==> config.mk <==
export PLATFORM = sky130hd
export DESIGN_NAME = pal_cfg_serializer
export DESIGN_NICKNAME = d
export VERILOG_FILES = /design/src/rtl/pal_cfg_pkg.sv /design/src/rtl/pal_cfg_phase_cnt.sv /design/src/rtl/pal_cfg_serializer.sv
export SDC_FILE = /design/constraint.sdc
export NUM_CORES = 1
export LEC_CHECK = 0
export CORE_ASPECT_RATIO = 2
export CORE_UTILIZATION = 42
export CTS_BUF_LIST = sky130_fd_sc_hd__clkbuf_8
export DETAILED_ROUTE_END_ITERATION = 12
export PLACE_DENSITY = 0.69
export SETUP_SLACK_MARGIN = 0.5
export SLEW_MARGIN = 20
export SYNTH_ARGS = -nofsm -noshare
export SYNTH_HDL_FRONTEND = slang
export SYNTH_SLANG_ARGS = --single-unit
==> constraint.sdc <==
create_clock -name clk -period 2.2 [get_ports clk]
set_clock_uncertainty 0.2 [all_clocks]
set_input_delay 0.44 -clock clk [delete_from_list [all_inputs] [get_ports clk]]
set_output_delay 0.44 -clock clk [all_outputs]
set_load 0.05 [all_outputs]
==> src/rtl/pal_cfg_pkg.sv <==
// Shared state encoding and sizing helpers for the PAL configuration serializer.
package pal_cfg_pkg;

    // FSM state encoding
    localparam logic [2:0] ST_IDLE     = 3'd0;
    localparam logic [2:0] ST_FETCH    = 3'd1;
    localparam logic [2:0] ST_SHIFT_LO = 3'd2;
    localparam logic [2:0] ST_SHIFT_HI = 3'd3;
    localparam logic [2:0] ST_APPLY    = 3'd4;

    // Total configuration bits: two literals per input per product term plus the OR plane.
    function automatic int unsigned pal_cfg_bits(input int unsigned n,
                                                 input int unsigned m,
                                                 input int unsigned p);
        return 2 * n * p + m * p;
    endfunction

    // Bytes the source must supply for a given bit count.
    function automatic int unsigned pal_cfg_bytes(input int unsigned bits);
        return (bits + 7) / 8;
    endfunction

endpackage

==> src/rtl/pal_cfg_phase_cnt.sv <==
// Half-period counter: counts cycles spent in the current FSM state, saturating at CLK_DIV-1.
module pal_cfg_phase_cnt #(
    parameter int unsigned CLK_DIV = 2
) (
    input  logic clk,
    input  logic res_n,
    input  logic clr_c,
    output logic tc_c
);

    localparam int unsigned CW = (CLK_DIV > 1) ? $clog2(CLK_DIV) : 1;

    logic [CW-1:0] cnt_q;
    logic [CW-1:0] cnt_d;

    assign tc_c = (cnt_q == CW'(CLK_DIV - 1));

    // Restart on state entry, otherwise advance until terminal count.
    always_comb begin
        cnt_d = cnt_q;
        if (clr_c) begin
            cnt_d = '0;
        end else if (!tc_c) begin
            cnt_d = cnt_q + CW'(1);
        end
    end

    // Counter register
    always_ff @(posedge clk or negedge res_n) begin
        if (!res_n) begin
            cnt_q <= '0;
        end else begin
            cnt_q <= cnt_d;
        end
    end

endmodule

==> src/rtl/pal_cfg_serializer.sv <==
// Byte stream to PAL serial configuration: shifts CFG_BITS bits LSB first, then raises cfg_en.
module pal_cfg_serializer
    import pal_cfg_pkg::*;
#(
    parameter int unsigned N        = 8,
    parameter int unsigned M        = 7,
    parameter int unsigned P        = 32,
    parameter int unsigned CFG_BITS = pal_cfg_bits(N, M, P),
    parameter int unsigned CLK_DIV  = 2
) (
    input  logic       clk,
    input  logic       res_n,
    input  logic       start,
    input  logic       abort,
    input  logic [7:0] s_data,
    input  logic       s_valid,
    output logic       s_ready,
    output logic       cfg_bit,
    output logic       cfg_sclk,
    output logic       cfg_en,
    output logic       busy,
    output logic       done
);

    localparam int unsigned BSW = $clog2(CFG_BITS + 1);

    logic [2:0]     state_q,     state_d;
    logic [7:0]     buf_q,       buf_d;
    logic [2:0]     bit_idx_q,   bit_idx_d;
    logic [BSW-1:0] bits_sent_q, bits_sent_d;
    logic           s_ready_q,   s_ready_d;
    logic           cfg_bit_q,   cfg_bit_d;
    logic           cfg_sclk_q,  cfg_sclk_d;
    logic           cfg_en_q,    cfg_en_d;
    logic           busy_q,      busy_d;
    logic           done_q,      done_d;
    logic           phase_clr_c;
    logic           phase_tc_c;

    assign s_ready  = s_ready_q;
    assign cfg_bit  = cfg_bit_q;
    assign cfg_sclk = cfg_sclk_q;
    assign cfg_en   = cfg_en_q;
    assign busy     = busy_q;
    assign done     = done_q;

    // Phase counter restarts whenever the FSM moves to a different state.
    assign phase_clr_c = (state_d != state_q);

    pal_cfg_phase_cnt #(
        .CLK_DIV (CLK_DIV)
    ) u_phase_cnt (
        .clk   (clk),
        .res_n (res_n),
        .clr_c (phase_clr_c),
        .tc_c  (phase_tc_c)
    );

    // Next-state, datapath and registered-output decode.
    always_comb begin
        state_d     = state_q;
        buf_d       = buf_q;
        bit_idx_d   = bit_idx_q;
        bits_sent_d = bits_sent_q;
        cfg_bit_d   = cfg_bit_q;
        cfg_en_d    = cfg_en_q;

        if (abort) begin
            state_d     = ST_IDLE;
            cfg_bit_d   = 1'b0;
            cfg_en_d    = 1'b0;
            bit_idx_d   = '0;
            bits_sent_d = '0;
        end else begin
            case (state_q)
                ST_IDLE: begin
                    if (start) begin
                        state_d     = ST_FETCH;
                        cfg_en_d    = 1'b0;
                        bits_sent_d = '0;
                    end
                end
                ST_FETCH: begin
                    if (s_valid && s_ready_q) begin
                        buf_d     = s_data;
                        bit_idx_d = '0;
                        cfg_bit_d = s_data[0];
                        state_d   = ST_SHIFT_LO;
                    end
                end
                ST_SHIFT_LO: begin
                    if (phase_tc_c) begin
                        state_d = ST_SHIFT_HI;
                    end
                end
                ST_SHIFT_HI: begin
                    if (phase_tc_c) begin
                        bits_sent_d = bits_sent_q + BSW'(1);
                        bit_idx_d   = bit_idx_q + 3'd1;
                        buf_d       = buf_q >> 1;
                        if (bits_sent_q == BSW'(CFG_BITS - 1)) begin
                            state_d   = ST_APPLY;
                            cfg_bit_d = 1'b0;
                            cfg_en_d  = 1'b1;
                        end else if (bit_idx_q == 3'd7) begin
                            state_d = ST_FETCH;
                        end else begin
                            state_d   = ST_SHIFT_LO;
                            cfg_bit_d = buf_q[1];
                        end
                    end
                end
                ST_APPLY: begin
                    state_d = ST_IDLE;
                end
                default: begin
                    state_d = ST_IDLE;
                end
            endcase
        end

        s_ready_d  = (state_d == ST_FETCH);
        cfg_sclk_d = (state_d == ST_SHIFT_HI);
        busy_d     = (state_d != ST_IDLE);
        done_d     = (state_d == ST_APPLY);
    end

    // State and output registers
    always_ff @(posedge clk or negedge res_n) begin
        if (!res_n) begin
            state_q     <= ST_IDLE;
            buf_q       <= '0;
            bit_idx_q   <= '0;
            bits_sent_q <= '0;
            s_ready_q   <= 1'b0;
            cfg_bit_q   <= 1'b0;
            cfg_sclk_q  <= 1'b0;
            cfg_en_q    <= 1'b0;
            busy_q      <= 1'b0;
            done_q      <= 1'b0;
        end else begin
            state_q     <= state_d;
            buf_q       <= buf_d;
            bit_idx_q   <= bit_idx_d;
            bits_sent_q <= bits_sent_d;
            s_ready_q   <= s_ready_d;
            cfg_bit_q   <= cfg_bit_d;
            cfg_sclk_q  <= cfg_sclk_d;
            cfg_en_q    <= cfg_en_d;
            busy_q      <= busy_d;
            done_q      <= done_d;
        end
    end

endmodule

======== Word-level counts from Yosys, hierarchy flattened ========
Cells that the tools add are included.
Widths: inputs -> output; s select.
cells by class
  add/sub/neg operators ................... 3
  equal/unequal tests ..................... 16
  bitwise logic cells ..................... 1
  muxes and demuxes ....................... 32
  reduce and logical (&&, ||, !) cells .... 11
operators by type and width
  operator               count
  $mux 10                3
  $mux 3                 9
  $pmux 10 s2            1
  $mux 8                 2
  $pmux 8 s2             1
  $pmux 3 s4             1
  $reduce_and 4->1       3
  $mux 1                 11
  $add 10x1->10 const B  1
  $eq 10x10->1 const B   1
  $eq 3x2->1 const B     3
  $ne 3x3->1 const B     3
  $reduce_bool 3->1      3
  $eq 3x1->1 const B     2
  $eq 3x3->1 const B     2
  $pmux 3 s2             1
  $reduce_and 3->1       2
  $ne 4x4->1 const B     1
  $pmux 1 s2             2
  $add 3x1->3 const B    1
  $logic_not 3->1        1
  $ne 3x2->1 const B     1
  $ne 3x3->1             1
  $mux 2                 1
  other kinds (6)        6
storage, ports and cells
  register bits ........................... 31
  word-level logic and storage cells ...... 74

======== Depth between registers and ports, before layout ========
Gate-level depths: netlist of run 1.
  depth after elaboration ................. 8
  gate-level depth with buffers ........... 7
  depth with buffers taken out ............ 6

======== Cells and area by module ========
Synthesis of run 1 repeated with hierarchy kept, for this count alone.
unflattened totals
  cells, all modules ...................... 160
  area total of the unflattened synthesis .. 1609.0 µm²
by module, submodules not included
  module              sequential area each (µm²)  cells an instance  instances  area an instance (µm²)
  pal_cfg_serializer  725.7                       158                1          1580.3
  pal_cfg_phase_cnt   25.0                        2                  1          28.8

======== Worst setup path before layout of run 1 ========
No wires, ideal clock.
  path kind ............................... register to register
  start point ............................. register s_ready_q, in the netlist s_ready
  end point ............................... register cfg_bit_q, in the netlist cfg_bit
  data arrival time ....................... 1571 ps
  required time ........................... 1896 ps
  setup slack ............................. 326 ps
  cell stages (with the launch flop) ...... 6
  path through ............................ dfrtp_1 -> nand2_1 -> o21ai_0 -> nor3b_1 -> o21ai_0 -> a221oi_1
between the ends
  longest elaborated chain between the ends .. 3
RTL lines
  item                        line                       RTL
  start, declared             pal_cfg_serializer.sv:31   logic s_ready_q, s_ready_d;
  start signal, assigned      pal_cfg_serializer.sv:146  s_ready_q <= s_ready_d;
  $logic_and 1x1->1           pal_cfg_serializer.sv:84   if (s_valid && s_ready_q) begin
  $ne 3x3->1 (no line)        --
  $reduce_and 4->1 (no line)  --
  end signal, assigned        pal_cfg_serializer.sv:147  cfg_bit_q <= cfg_bit_d;
  end, declared               pal_cfg_serializer.sv:32   logic cfg_bit_q, cfg_bit_d;
No other way between the ends.
A chain may end at the register's enable or synchronous reset.

======== Final worst setup path of run 1 ========
  start point ............................. register bits_sent_q[8]
  end point ............................... register busy_q, in the netlist busy
between the ends
  longest elaborated chain between the ends .. 6
RTL lines
  item                    line                       RTL
  start, declared         pal_cfg_serializer.sv:30   logic [BSW-1:0] bits_sent_q, bits_sent_d;
  start signal, assigned  pal_cfg_serializer.sv:145  bits_sent_q <= bits_sent_d;
  $eq 10x10->1            pal_cfg_serializer.sv:101  if (bits_sent_q == BSW'(CFG_BITS - 1)) begin
  $mux 3                  pal_cfg_serializer.sv:101
  $mux 3                  pal_cfg_serializer.sv:97   if (phase_tc_c) begin
  $pmux 3 s4              pal_cfg_serializer.sv:75   case (state_q)
  $mux 3                  pal_cfg_serializer.sv:68   if (abort) begin
  $reduce_bool 3->1       pal_cfg_serializer.sv:124  busy_d = (state_d != ST_IDLE);
  net busy_d              pal_cfg_serializer.sv:35   logic busy_q, busy_d;
  end signal, assigned    pal_cfg_serializer.sv:150  busy_q <= busy_d;
  end, declared           pal_cfg_serializer.sv:35
The timed path passes the listed nets, and every way through them passes these cells.

==> results.yml, run 1 <==
status:
  status: "finished, final reports clean"
floorplanning:
  die_y_um: 89.26
  ios: 19
  fp-row-count: 31
  core_area_sq_um: 3646
  die-area_sq_um: 4073
  start_util_pct: 43.86
  die_w_um: 45.63
sta:
  hold_viol: 0
  fmax_mhz: 516.4
  worst_pin_slew_ns: 0.3991
  slew_headroom_pct: 73.39
  post-route-min-period_ns: 1.937
  setup-violations-final: 0
  fin_tns_setup_ns: 0
  final_max_slew_viol_count: 0
  rsz0062_at_grt: "true"
  period_share_pct: 88.03
synthesis:
  ys_types: 46
  async_flop_share_pct: 100.0
  synth_edf_count: 0
  synth-seq-cells: 30
  synth_ff_type: "dfrtp_1"
  synth_warnings: 0
  synth.net_count: 174
  synth_area_per_cell_sq_um: 10.12
  ys_seq_area_share_pct: 46.95
  syn_area_sq_um: 1599
  syn-instance-count: 158
route:
  totalWireLength_um: 4136
  drc: 0
  num_vias: 1411
  ant_nets: 0
  drt_iter0_drc: 32
  wire_per_inst_um: 16.35
  viasPerCell: 5.577
  drtPass1Iterations: 4
finish:
  final_util_pct: 63.73
  layout_common_cells: "buf_4 (26), dfrtp_1 (21), nand2_1 (14), nor2_1 (10)"
  final_common_cell: "buf_4"
  syn2layout_area_growth_pct: 45.31
  finalNetCount: 219
  diodes: 0
  drive_above_1_share_pct: 44.12
global_route:
  grt_start_max_net_pins: 31
  antenna_found_initial: 0
  grt_pass1_vias: 1463
  gr-total-overflow: 0
  grt_usage_pct: 22.51
  grt_pass1_wl_um: 6596
pwr:
  p_sw_share_pct: 28.16
  cellPowerDensity_nw_per_um2: 585.2
  ir_drop_v: 0.0004920
  p_comb_share_pct: 18.2
  p_int_w: 0.0009768
  power.total_w: 0.001360
  p_clk_share_pct: 33.0
  p_sw_w: 0.0003829
  leakage_nw: 1.059
  seqPwrFrac_pct: 48.8
critical_path:
  cp-start-kind: "flop"
  crit_slowest_cell: "or3b_4"
  arrival_ns: 1.88
  cp_cell_sequence: "or3b_4, nor3_4, nor2_2, a211oi_2, a31oi_2"
  crit_fanout: 4
  endpoint_kind: "flop"
  worstPathRequired_ns: 2.14
  cpPeakStageDelay_ns: 0.42
  cp_top_family: "simple AND/OR/NAND/NOR gates"
  crit_type: "reg -> reg"
  critPathBufInv: 0
cts:
  cts_tree: "done"
  clk_pin_slew_ns: 0.07
  cts_made_buffers: 5
  cts_root_buf: "clkbuf_8"
  clock_sinks: 30
  cts.htree.levels: 2
  clock_latency_ns: 0.28
  max-clock-path-buffers: 2
placement:
  gp_congestion: 0.8885
  io_buffers: 18
  hpwl_um: 2671
worst_hold_path:
  holdCritPathClass: "reg -> reg"
job:
  cap_violations: 0
tightest hold or removal path: cells and delay by family, from the launching register on:
kind / cells / cell delay (ns)
DFF: 1 / 0.34
AOI/OAI and AO/OA: 1 / 0.06
and+or+nand+nor: 1 / 0.04
synth_stat cells (3+ instances only):
| cell type | instances | area, sq um |
|---|---|---|
| nor2_1 | 15 | 56.30 |
| o21ai_0 | 19 | 95.09 |
| xor2_1 | 5 | 43.79 |
| nand3_1 | 5 | 25.02 |
| a21oi_1 | 3 | 15.01 |
| buf_2 | 3 | 15.01 |
| mux2i_1 | 6 | 60.06 |
| nand2_1 | 14 | 52.55 |
| dfrtp_1 | 30 | 750.7 |
| a22o_1 | 4 | 35.03 |
| nor3_1 | 4 | 20.02 |
| inv_1 | 6 | 22.52 |
| ha_1 | 3 | 37.54 |
power by group through the flow:
| stage | clock (W) | sequential [W] | combinational, W |
|---|---|---|---|
| floorplan | 0 | 0.000666 | 0.000123 |
| global placement | 0 | 0.000671 | 0.000191 |
| detailed placement | 0 | 0.000676 | 0.000199 |
| CTS | 0.000464 | 0.000659 | 0.000235 |
| global route | 0.000488 | 0.000670 | 0.000272 |
| finish | 0.000449 | 0.000664 | 0.000247 |
sequential cells by signal, indices dropped and copies added (netlist names):
signal	cells
s_ready	1
u_phase_cnt.tc_c	1
bits_sent_q	10
done	1
state_q	3
cfg_en	1
cfg_bit	1
buf_q	7
bit_idx_q	3
cfg_sclk	1
busy	1
routing by layer:
metal  wire length, um  global-route usage (%)  vias up
met3               132                   5.859       17
met5                 0                       0        -
met4               148                   13.22        0
met1              1522                   23.19      694
met2              2332                   38.96       39
li1                  -                       -      661
final cells by class:
cell class / instances / area, sq um
clock inverter: 2 / 8.758
tap: 49 / 61.31
timing repair buffer: 46 / 412.9
multi-input combinational: 114 / 973.4
sequential: 30 / 762.0
inverter: 6 / 22.52
clock buffer: 6 / 82.58
fill: 309 / 1323
repair_timing:
| item | CTS | global route |
|---|---|---|
| buffers inserted | 12 | 5 |
| hold buffers | 0 | 0 |
| gates resized for setup | 40 | 22 |
| endpoints found under the setup margin | 33 | 21 |
| pin swaps | 6 | 15 |
cell families after synthesis:
kind of cell	share of synthesized area, %
compound gates	19.09
xor+xnor	3.834
fa+ha+maj	2.348
buf+inv	4.067
flops	46.95
mux	4.460
simple gates	19.25
path summary, 6_finish.rpt:
path | cells after the start | from | endpoint | slack, ns
hold / removal | 2 | buf_q[3] | buf_q[3] | 0.28
setup / recovery | 5 | bits_sent_q[8] | busy | 0.26
hold reg to reg | 2 | buf_q[3] | buf_q[3] | 0.28
max in group asynchronous | 2 | res_n | bits_sent_q[0] | 1.13
setup reg to reg | 5 | bits_sent_q[8] | busy | 0.26
min in group asynchronous | 2 | res_n | u_phase_cnt.tc_c | 0.36
metrics by stage:
step	area [sq um]	instances	setup WS, ns	hold slack, ns
finish	2323	253	0.2634	0.2775
global placement	1914	228	-0.05581	0.2613
CTS	2206	248	0.3436	0.2846
floorplan	1635	158	0.4772	-0.05559
global route	2323	253	0.2319	0.3103
detailed placement	1914	228	-0.1143	0.2702
No activity file was read; power rests on OpenSTA's default activity.
==> inputs of run 2 (changes only) <==
--- a/config.mk
+++ b/config.mk
@@ -5,7 +5,9 @@
 export SDC_FILE = /design/constraint.sdc
 export NUM_CORES = 1
 export LEC_CHECK = 0
+export CAP_MARGIN = 20
 export CORE_ASPECT_RATIO = 2
+export CORE_MARGIN = 3
 export CORE_UTILIZATION = 42
 export CTS_BUF_LIST = sky130_fd_sc_hd__clkbuf_8
 export DETAILED_ROUTE_END_ITERATION = 12
==> run 2 against run 1 <==
Against the previous run:
- sequential power about the same
- first-iteration DRC count up 56%
- sequential share of layout area down 1.9 points
- core utilization up 3.5 points
- non-clock buffer count up 11
- critical endpoint unchanged
- largest power group unchanged
==> results.yml, run 2 (synthesis gave the netlist of run 1 again) <==
status:
  status: "finished, final reports clean"
cts:
  cts_made_buffers: 5
  cts.htree.levels: 2
  clk_pin_slew_ns: 0.07
  cts_hold_buf: 0
  clock_sinks: 30
  cts_root_buf: "clkbuf_8"
  cts_tree: "done"
  max-clock-path-buffers: 2
  clock_latency_ns: 0.29
route:
  drc: 0
  num_vias: 1465
  totalWireLength_um: 4611
  wire_per_inst_um: 17.47
  ant_nets: 0
  drtPass1Iterations: 4
  drt_iter0_drc: 50
  viasPerCell: 5.549
critical_path:
  crit_type: "reg -> reg"
  reg2reg_from: "bits_sent_q[5]"
  startpoint: "bits_sent_q[5]"
  worstPathRequired_ns: 2.20
  crit_fanout: 4
  endpoint_kind: "flop"
  arrival_ns: 1.92
  cp-start-kind: "flop"
pwr:
  seqPwrFrac_pct: 45.5
  p_int_w: 0.001056
  p_sw_share_pct: 27.69
  p_clk_share_pct: 36.4
  p_comb_share_pct: 18.1
  cellPowerDensity_nw_per_um2: 595.7
  ir_drop_v: 0.0005085
  p_sw_w: 0.0004043
  leakage_nw: 1.128
global_route:
  grt_pass1_vias: 1497
  grt_start_max_net_pins: 31
  gr-total-overflow: 0
  grt_usage_pct: 20.18
  antenna_found_initial: 0
  grt_pass1_wl_um: 7079
finish:
  largest_register: "bits_sent_q"
  layout_common_cells: "buf_4 (33), dfrtp_1 (24), nand2_1 (14), nor2_1 (11), o21ai_0 (10)"
  final_common_cell: "buf_4"
  reg.largest.list: "bits_sent_q: 10 flops, buf_q: 7 flops"
  diodes: 0
  largest_register_ffs: 10
  finalNetCount: 230
  drive_above_1_share_pct: 44.65
  syn2layout_area_growth_pct: 53.29
  n_fill_cell: 268
  final_util_pct: 67.23
sta:
  fin_hold_ws_ns: 0.2870
  post-route-min-period_ns: 1.915
  final_max_slew_viol_count: 0
  hold_viol: 0
  rsz0062_at_grt: "true"
  setup-violations-final: 0
  slew_headroom_pct: 73.43
  period_share_pct: 87.06
  fin_tns_setup_ns: 0
  worst_pin_slew_ns: 0.3986
  fmax_mhz: 522.1
floorplanning:
  core_area_sq_um: 3646
  die_y_um: 93.26
  die_w_um: 49.63
  fp-row-count: 31
  start_util_pct: 43.86
  ios: 19
  die-area_sq_um: 4628
worst_hold_path:
  worstHoldStart: "buf_q[3]"
  holdCritPathClass: "reg -> reg"
placement:
  io_buffers: 18
  hpwl_um: 2652
  gp_congestion: 0.8104
job:
  cap_violations: 0
run 2: changes by cell type in the layout (fill, tap and decap cells not counted), moves of 2 or more:
cell and change:
o21ai_2 -3, dfrtp_1 +3, clkbuf_8 +2, dfrtp_2 -3
o21ai_4 +2, buf_4 +7, buf_6 +3
run 2: path summary, 6_finish.rpt:
kind / to / slack (ns) / depth (start not counted)
min in group asynchronous: busy / 0.37 / 2
max in group asynchronous: state_q[2] / 1.12 / 2
setup / recovery: busy / 0.28 / 7
hold reg to reg: buf_q[3] / 0.29 / 2
hold / removal: buf_q[3] / 0.29 / 2
setup reg to reg: busy / 0.28 / 7
run 2: cell type report:
type,instances,area [sq um],area share (%)
Sequential cell,30,758.2,30.93
Tap cell,49,61.31,2.501
Clock buffer,8,110.1,4.492
Inverter,6,22.52,0.9188
Timing Repair Buffer,57,523.0,21.34
Multi-Input combinational cell,114,975.9,39.82
run 2: per-layer routing:
metal,GRT usage [%],vias up,part of all wire (%)
met5,0,-,0
met4,11.55,0,4.9
met3,3.987,19,2.4
met2,35.84,34,57
met1,21.52,731,35
li1,-,681,-
run 2: power groups by stage:
stage | Clock [W] | Combinational, W | Sequential, W
global route | 0.000564 | 0.000289 | 0.000671
detailed placement | 0 | 0.000200 | 0.000674
global placement | 0 | 0.000193 | 0.000671
finish | 0.000532 | 0.000264 | 0.000664
CTS | 0.000544 | 0.000234 | 0.000661
floorplan | 0 | 0.000123 | 0.000666
run 2: through the flow:
| step | setup slack (ns) | std cells | power [W] | cell area [sq um] |
|---|---|---|---|---|
| 6_report | 0.2846 | 264 | 0.001460 | 2451 |
| 2_1_floorplan | 0.4772 | 158 | 0.0007891 | 1635 |
| 3_5_place_dp | -0.07353 | 232 | 0.0008741 | 1944 |
| 5_1_grt | 0.2047 | 264 | 0.001524 | 2451 |
| 3_3_place_gp | -0.03878 | 232 | 0.0008641 | 1944 |
| 4_1_cts | 0.3321 | 252 | 0.001439 | 2282 |
run 2: timing repair:
item,in CTS,in global routing
pin swaps,10,10
buffers inserted,12,12
gates resized for setup,40,20
endpoints found under the setup margin,31,28
run 2: critical path: stages, from the launching register on:
cell and delay, ns:
dfrtp_1 0.39, or3b_4 0.44, buf_4 0.15, buf_6 0.10, nor4_4 0.12, buf_4 0.16
a211oi_2 0.05, a31oi_1 0.21
